===== src/rtl/pwm_config_sequencer.sv =====
// PWM configuration sequencer: holds a written configuration in a shadow register
// and applies it immediately (PWM off) or at the next counter boundary (PWM on).
module pwm_config_sequencer #(
  parameter int CFG_WIDTH      = 5,
  parameter int TIMEOUT_CYCLES = 65535
) (
  input  logic                 clk,
  input  logic                 rstn,
  input  logic                 cfg_wr_valid,
  input  logic [CFG_WIDTH-1:0] cfg_wr_data,
  output logic                 cfg_wr_ready,
  input  logic                 cnt_zero,
  input  logic                 cnt_period,
  output logic                 pwm_onoff,
  output logic                 int_onoff,
  output logic                 mask_mode,
  output logic [1:0]           count_mode,
  output logic                 cnt_restart,
  output logic                 upd_done,
  output logic                 cfg_err,
  output logic                 tmo_err,
  output logic                 busy
);

  localparam int TW = $clog2(TIMEOUT_CYCLES + 1);
  localparam logic [TW-1:0] TMO_LAST = TW'(TIMEOUT_CYCLES - 1);

  localparam logic [1:0] IDLE  = 2'd0;
  localparam logic [1:0] PEND  = 2'd1;
  localparam logic [1:0] APPLY = 2'd2;

  logic [1:0]           state;
  logic [CFG_WIDTH-1:0] shadow;
  logic [CFG_WIDTH-1:0] active;
  logic [TW-1:0]        tmo_cnt;
  logic                 tmo_hit;
  logic                 cfg_err_q;
  logic                 handshake;
  logic                 bad_mode;
  logic                 boundary;
  logic                 in_apply;

  // State is IDLE throughout reset, so ready alone needs explicit gating.
  assign cfg_wr_ready = rstn && (state == IDLE);
  assign handshake    = cfg_wr_valid && cfg_wr_ready;
  assign bad_mode     = (cfg_wr_data[1:0] == 2'b11);
  assign boundary     = (active[1:0] == 2'b00) ? cnt_period : cnt_zero;
  assign in_apply     = (state == APPLY);

  always_ff @(posedge clk or negedge rstn) begin
    if (!rstn) begin
      state     <= IDLE;
      shadow    <= '0;
      active    <= '0;
      tmo_cnt   <= '0;
      tmo_hit   <= 1'b0;
      cfg_err_q <= 1'b0;
    end else begin
      cfg_err_q <= handshake && bad_mode;
      case (state)
        IDLE: begin
          if (handshake && !bad_mode) begin
            shadow  <= cfg_wr_data;
            tmo_cnt <= '0;
            tmo_hit <= 1'b0;
            state   <= active[4] ? PEND : APPLY;
          end
        end
        PEND: begin
          tmo_cnt <= tmo_cnt + 1'b1;
          // A real boundary wins over a timeout landing in the same cycle.
          if (boundary) begin
            state <= APPLY;
          end else if (tmo_cnt == TMO_LAST) begin
            state   <= APPLY;
            tmo_hit <= 1'b1;
          end
        end
        APPLY: begin
          active  <= shadow;
          tmo_hit <= 1'b0;
          state   <= IDLE;
        end
        default: state <= IDLE;
      endcase
    end
  end

  assign pwm_onoff   = active[4];
  assign int_onoff   = active[3];
  assign mask_mode   = active[2];
  assign count_mode  = active[1:0];
  assign upd_done    = in_apply;
  assign tmo_err     = in_apply && tmo_hit;
  assign cfg_err     = cfg_err_q;
  assign busy        = (state != IDLE);
  assign cnt_restart = in_apply &&
                       ((shadow[1:0] != active[1:0]) || (shadow[4] && !active[4]));

endmodule


===== config.mk =====
export PLATFORM = sky130hd
export DESIGN_NAME = pwm_config_sequencer
export DESIGN_NICKNAME = d
export VERILOG_FILES = /design/src/rtl/pwm_config_sequencer.sv
export SDC_FILE = /design/constraint.sdc
export NUM_CORES = 1
export LEC_CHECK = 0
export ABC_AREA = 1
export BUFFER_PORTS_ARGS = -buffer_cell sky130_fd_sc_hd__clkbuf_2
export CAP_MARGIN = 20
export CORE_MARGIN = 2
export CORE_UTILIZATION = 51
export CTS_BUF_LIST = sky130_fd_sc_hd__clkbuf_16
export DETAILED_ROUTE_END_ITERATION = 8
export PLACE_DENSITY = 0.74
export SYNTH_ARGS = -nofsm -noshare
export SYNTH_HDL_FRONTEND = slang
export SYNTH_SLANG_ARGS = --single-unit

===== constraint.sdc =====
create_clock -name clk -period 1.1 [get_ports clk]
set_input_delay 0.22 -clock clk [delete_from_list [all_inputs] [get_ports clk]]
set_output_delay 0.22 -clock clk [all_outputs]
set_load 0.01 [all_outputs]

==> results.sh <==
export IMPL_status="finished, violations left"
export IMPL_violations="negative setup slack"
export IMPL_core_area_sq_um=3050
export IMPL_finalCritPeriodShare_pct=164
export IMPL_setup_slack_ns=-0.702
export IMPL_critPathRequiredTime_ns=1.30
export IMPL_std_cell_rows=20
export IMPL_syn_area_sq_um=1650
export IMPL_wl_microns=8450
export IMPL_area_delta_synth_final_pct=77.6
export IMPL_nets=323
export IMPL_io_pins=21
export IMPL_fill_cells=77
export IMPL_hp_class="input port to async pin"
export IMPL_worst_ep_arrival_time_ns=2.00
export IMPL_cts_htree_levels=2
export IMPL_antenna_found_initial=0
export IMPL_worst_setup_path_end_kind="flip-flop"
export IMPL_wl_per_cell_microns=23.7
export IMPL_drcViolationCount=0
export IMPL_cts_root_buf="clkbuf_16"
export IMPL_die_h_microns=60.8
export IMPL_dp_hpwl_microns=2940
export IMPL_syn_num_nets=230
export IMPL_utilization_pct=95.8
export IMPL_drtIter0Drc=450
export IMPL_cts_tree="yes"
export IMPL_drt_first_pass_iters=5
export IMPL_routabilityCongestion=0.887
export IMPL_ys_seq_elements=30
export IMPL_overflow=0
export IMPL_crit_type="flip-flop to flip-flop"
export IMPL_finalCriticalPeriod_ns=1.80
export IMPL_max_freq_mhz=555
export IMPL_skew_ns=0.0105
export IMPL_grt_pass1_wl_microns=8520
export IMPL_r2r_start="tmo_cnt[4]"
export IMPL_r2r_end="state[1]"
export IMPL_die_x_microns=60.8
export IMPL_power_density_nw_per_um2=2520
export IMPL_initial_utilization_pct=53.9
export IMPL_dieArea_sq_um=3700
export IMPL_final_setup_viol_count=37
export IMPL_max_clock_path_buffers=2
export IMPL_finalPower_mw=7.38
export IMPL_multi_input_area_sq_um=1070
export IMPL_path_max_fanout=4
export IMPL_placedCellCount=316
export IMPL_fin_area_sq_um=2920
export IMPL_numCtsBuffers=5
export IMPL_syn_area_per_cell_sq_um=7.55
export IMPL_slew_violations=0
export IMPL_worst_setup_path_start_kind="flip-flop"
export IMPL_cts_reportedPaths_clkPinSlew_ns=0.06
export IMPL_stdcell_count=356
export IMPL_ant_nets=0
export IMPL_vdd_ir_drop_max_uv=2530
export IMPL_hold_viol_final=0
export IMPL_leakage_nw=1.40
export IMPL_diodes=0
export IMPL_reg2reg_depth=6
export IMPL_port_buffers=20
export IMPL_rsz0062_at_grt="yes"
export IMPL_vias=2303
export IMPL_layout_drive_gt1_share_pct=55.1
export IMPL_viasPerCell=6.47
export IMPL_grt_usage_pct=32.8
export IMPL_max_slew_margin_pct=72.6
export IMPL_clk_latency_ns=0.29
export IMPL_cap_violations=0
export IMPL_worst_pin_slew_ns=0.407
export IMPL_finalSetupTns_ns=-11.93
export IMPL_ys_types=27
export IMPL_place_area_sq_um=2070
export IMPL_clock_sinks=30
export IMPL_synth_warnings=0
export IMPL_grt_pass1_vias=1803
export IMPL_yosysSeqAreaShare_pct=45.6
export IMPL_r2r_slack_ns=-0.70
export IMPL_grt_max_degree=31
export IMPL_synthCells=218
export IMPL_regArea_sq_um=753
worst max-delay path, cell delays in order (launching register included):
cell     delay [ns]
dfrtp_1        0.43
nand2_1        0.26
nor2_1         0.39
nand2_1        0.18
o21ai_2        0.25
nand2_1        0.08
nor2_1         0.13
metrics by stage:
stage / hold WS (ns) / worst slack [ns]
finish: 0.112 / -0.702
detailed placement: 0.392 / -0.183
floorplan: -0.0756 / -0.151
global placement: 0.394 / -0.174
CTS: 0.104 / -0.365
global route: 0.153 / -0.721
per-layer routing:
layer / share of wire, % / global-route usage, % / wire length [microns] / vias up
li1: - / - / - / 881
met1: 32 / 38.7 / 2720 / 1083
met2: 46 / 53.9 / 3910 / 247
met3: 12 / 9.38 / 1050 / 92
met4: 9.1 / 18.0 / 771 / 0
met5: 0 / 0 / 0 / -
layout by cell type (no fill, tap or decap), types with 6 or more instances in the layout:
cell,Yosys,layout
o21ai_1,5,7
nand3_1,13,7
buf_6,1,27
clkbuf_2,0,12
nor2_1,28,19
nand2_1,60,36
buf_4,0,45
nor2_2,2,6
nand2_4,1,7
nand2_2,1,19
nor2_4,2,7
dfrtp_1,30,28
inv_1,29,26
o21ai_2,0,8
worst max path at each step:
stage	startpoint	to	slack, ns	depth (start not counted)
6_report	tmo_cnt[4]	state[1]	-0.70	6
5_1_grt	tmo_cnt[4]	state[1]	-0.72	6
4_1_cts	state[0]	cnt_restart	-0.36	5
3_5_place_dp	tmo_cnt[2]	tmo_cnt[15]	-0.18	6
3_3_place_gp	tmo_cnt[2]	tmo_cnt[15]	-0.17	6
2_1_floorplan	state[0]	tmo_cnt[2]	-0.15	7
power by group:
part           internal, mW  leakage, nW  switching [mW]
Clock                  1.29       0.0915           0.516
Sequential             1.39        0.390           0.311
Combinational          1.94        0.923            1.94
Total                  4.62         1.40            2.77
cell type report:
type | instances | share of cell area (%)
sequential | 30 | 25.8
inverter | 33 | 4.49
clock inverter | 3 | 2.18
multi-input combinational | 154 | 36.5
tap | 44 | 1.88
timing repair buffer | 87 | 24.9
clock buffer | 5 | 4.28
cell usage after synthesis:
cell	n	area share, %
nand3_1	13	4.0
buf_2	1	0.30
buf_6	1	0.68
nor2_8	1	1.2
nor2_1	28	6.4
o21ai_0	14	4.3
a41oi_1	1	0.53
or2_2	1	0.38
nor3_2	1	0.61
o21ai_1	5	1.5
inv_2	4	0.91
xnor2_1	2	1.1
nand2_4	1	0.68
inv_1	29	6.6
nand3_4	1	1.1
ha_1	2	1.5
a21boi_1	1	0.46
nor2_4	2	1.4
nand2_1	60	14
nand4_1	5	1.9
a31oi_1	1	0.38
nor3_1	1	0.30
a21oi_1	9	2.7
nor2_2	2	0.76
dfrtp_1	30	46
nand2_2	1	0.38
a31oi_2	1	0.76
cells by family (layout without fill, tap and decap cells):
kind of cell / after synthesis / in the layout / synth area share, %
adders and majority gates: 2 / 2 / 1.52
DFF: 30 / 30 / 45.6
and+or+nand+nor: 117 / 118 / 32.7
xor gates and xnor gates: 2 / 2 / 1.06
AOI/OAI and AO/OA: 32 / 32 / 10.6
buffers and inverters: 35 / 128 / 8.51
sequential cells by signal, indices dropped and copies added (netlist names):
name and cells:
tmo_cnt 16, active 5, tmo_hit 1, state 2, cfg_err 1, shadow 5
timing repair:
action / 4_1_cts / 5_1_grt
setup endpoints to repair: 36 / 37
buffers inserted: 16 / 21
pin swaps: 20 / 25
hold buffers: 0 / 0
gates cloned: 1 / 0
gates resized for setup: 49 / 78
(Power assumes the default switching activity.)
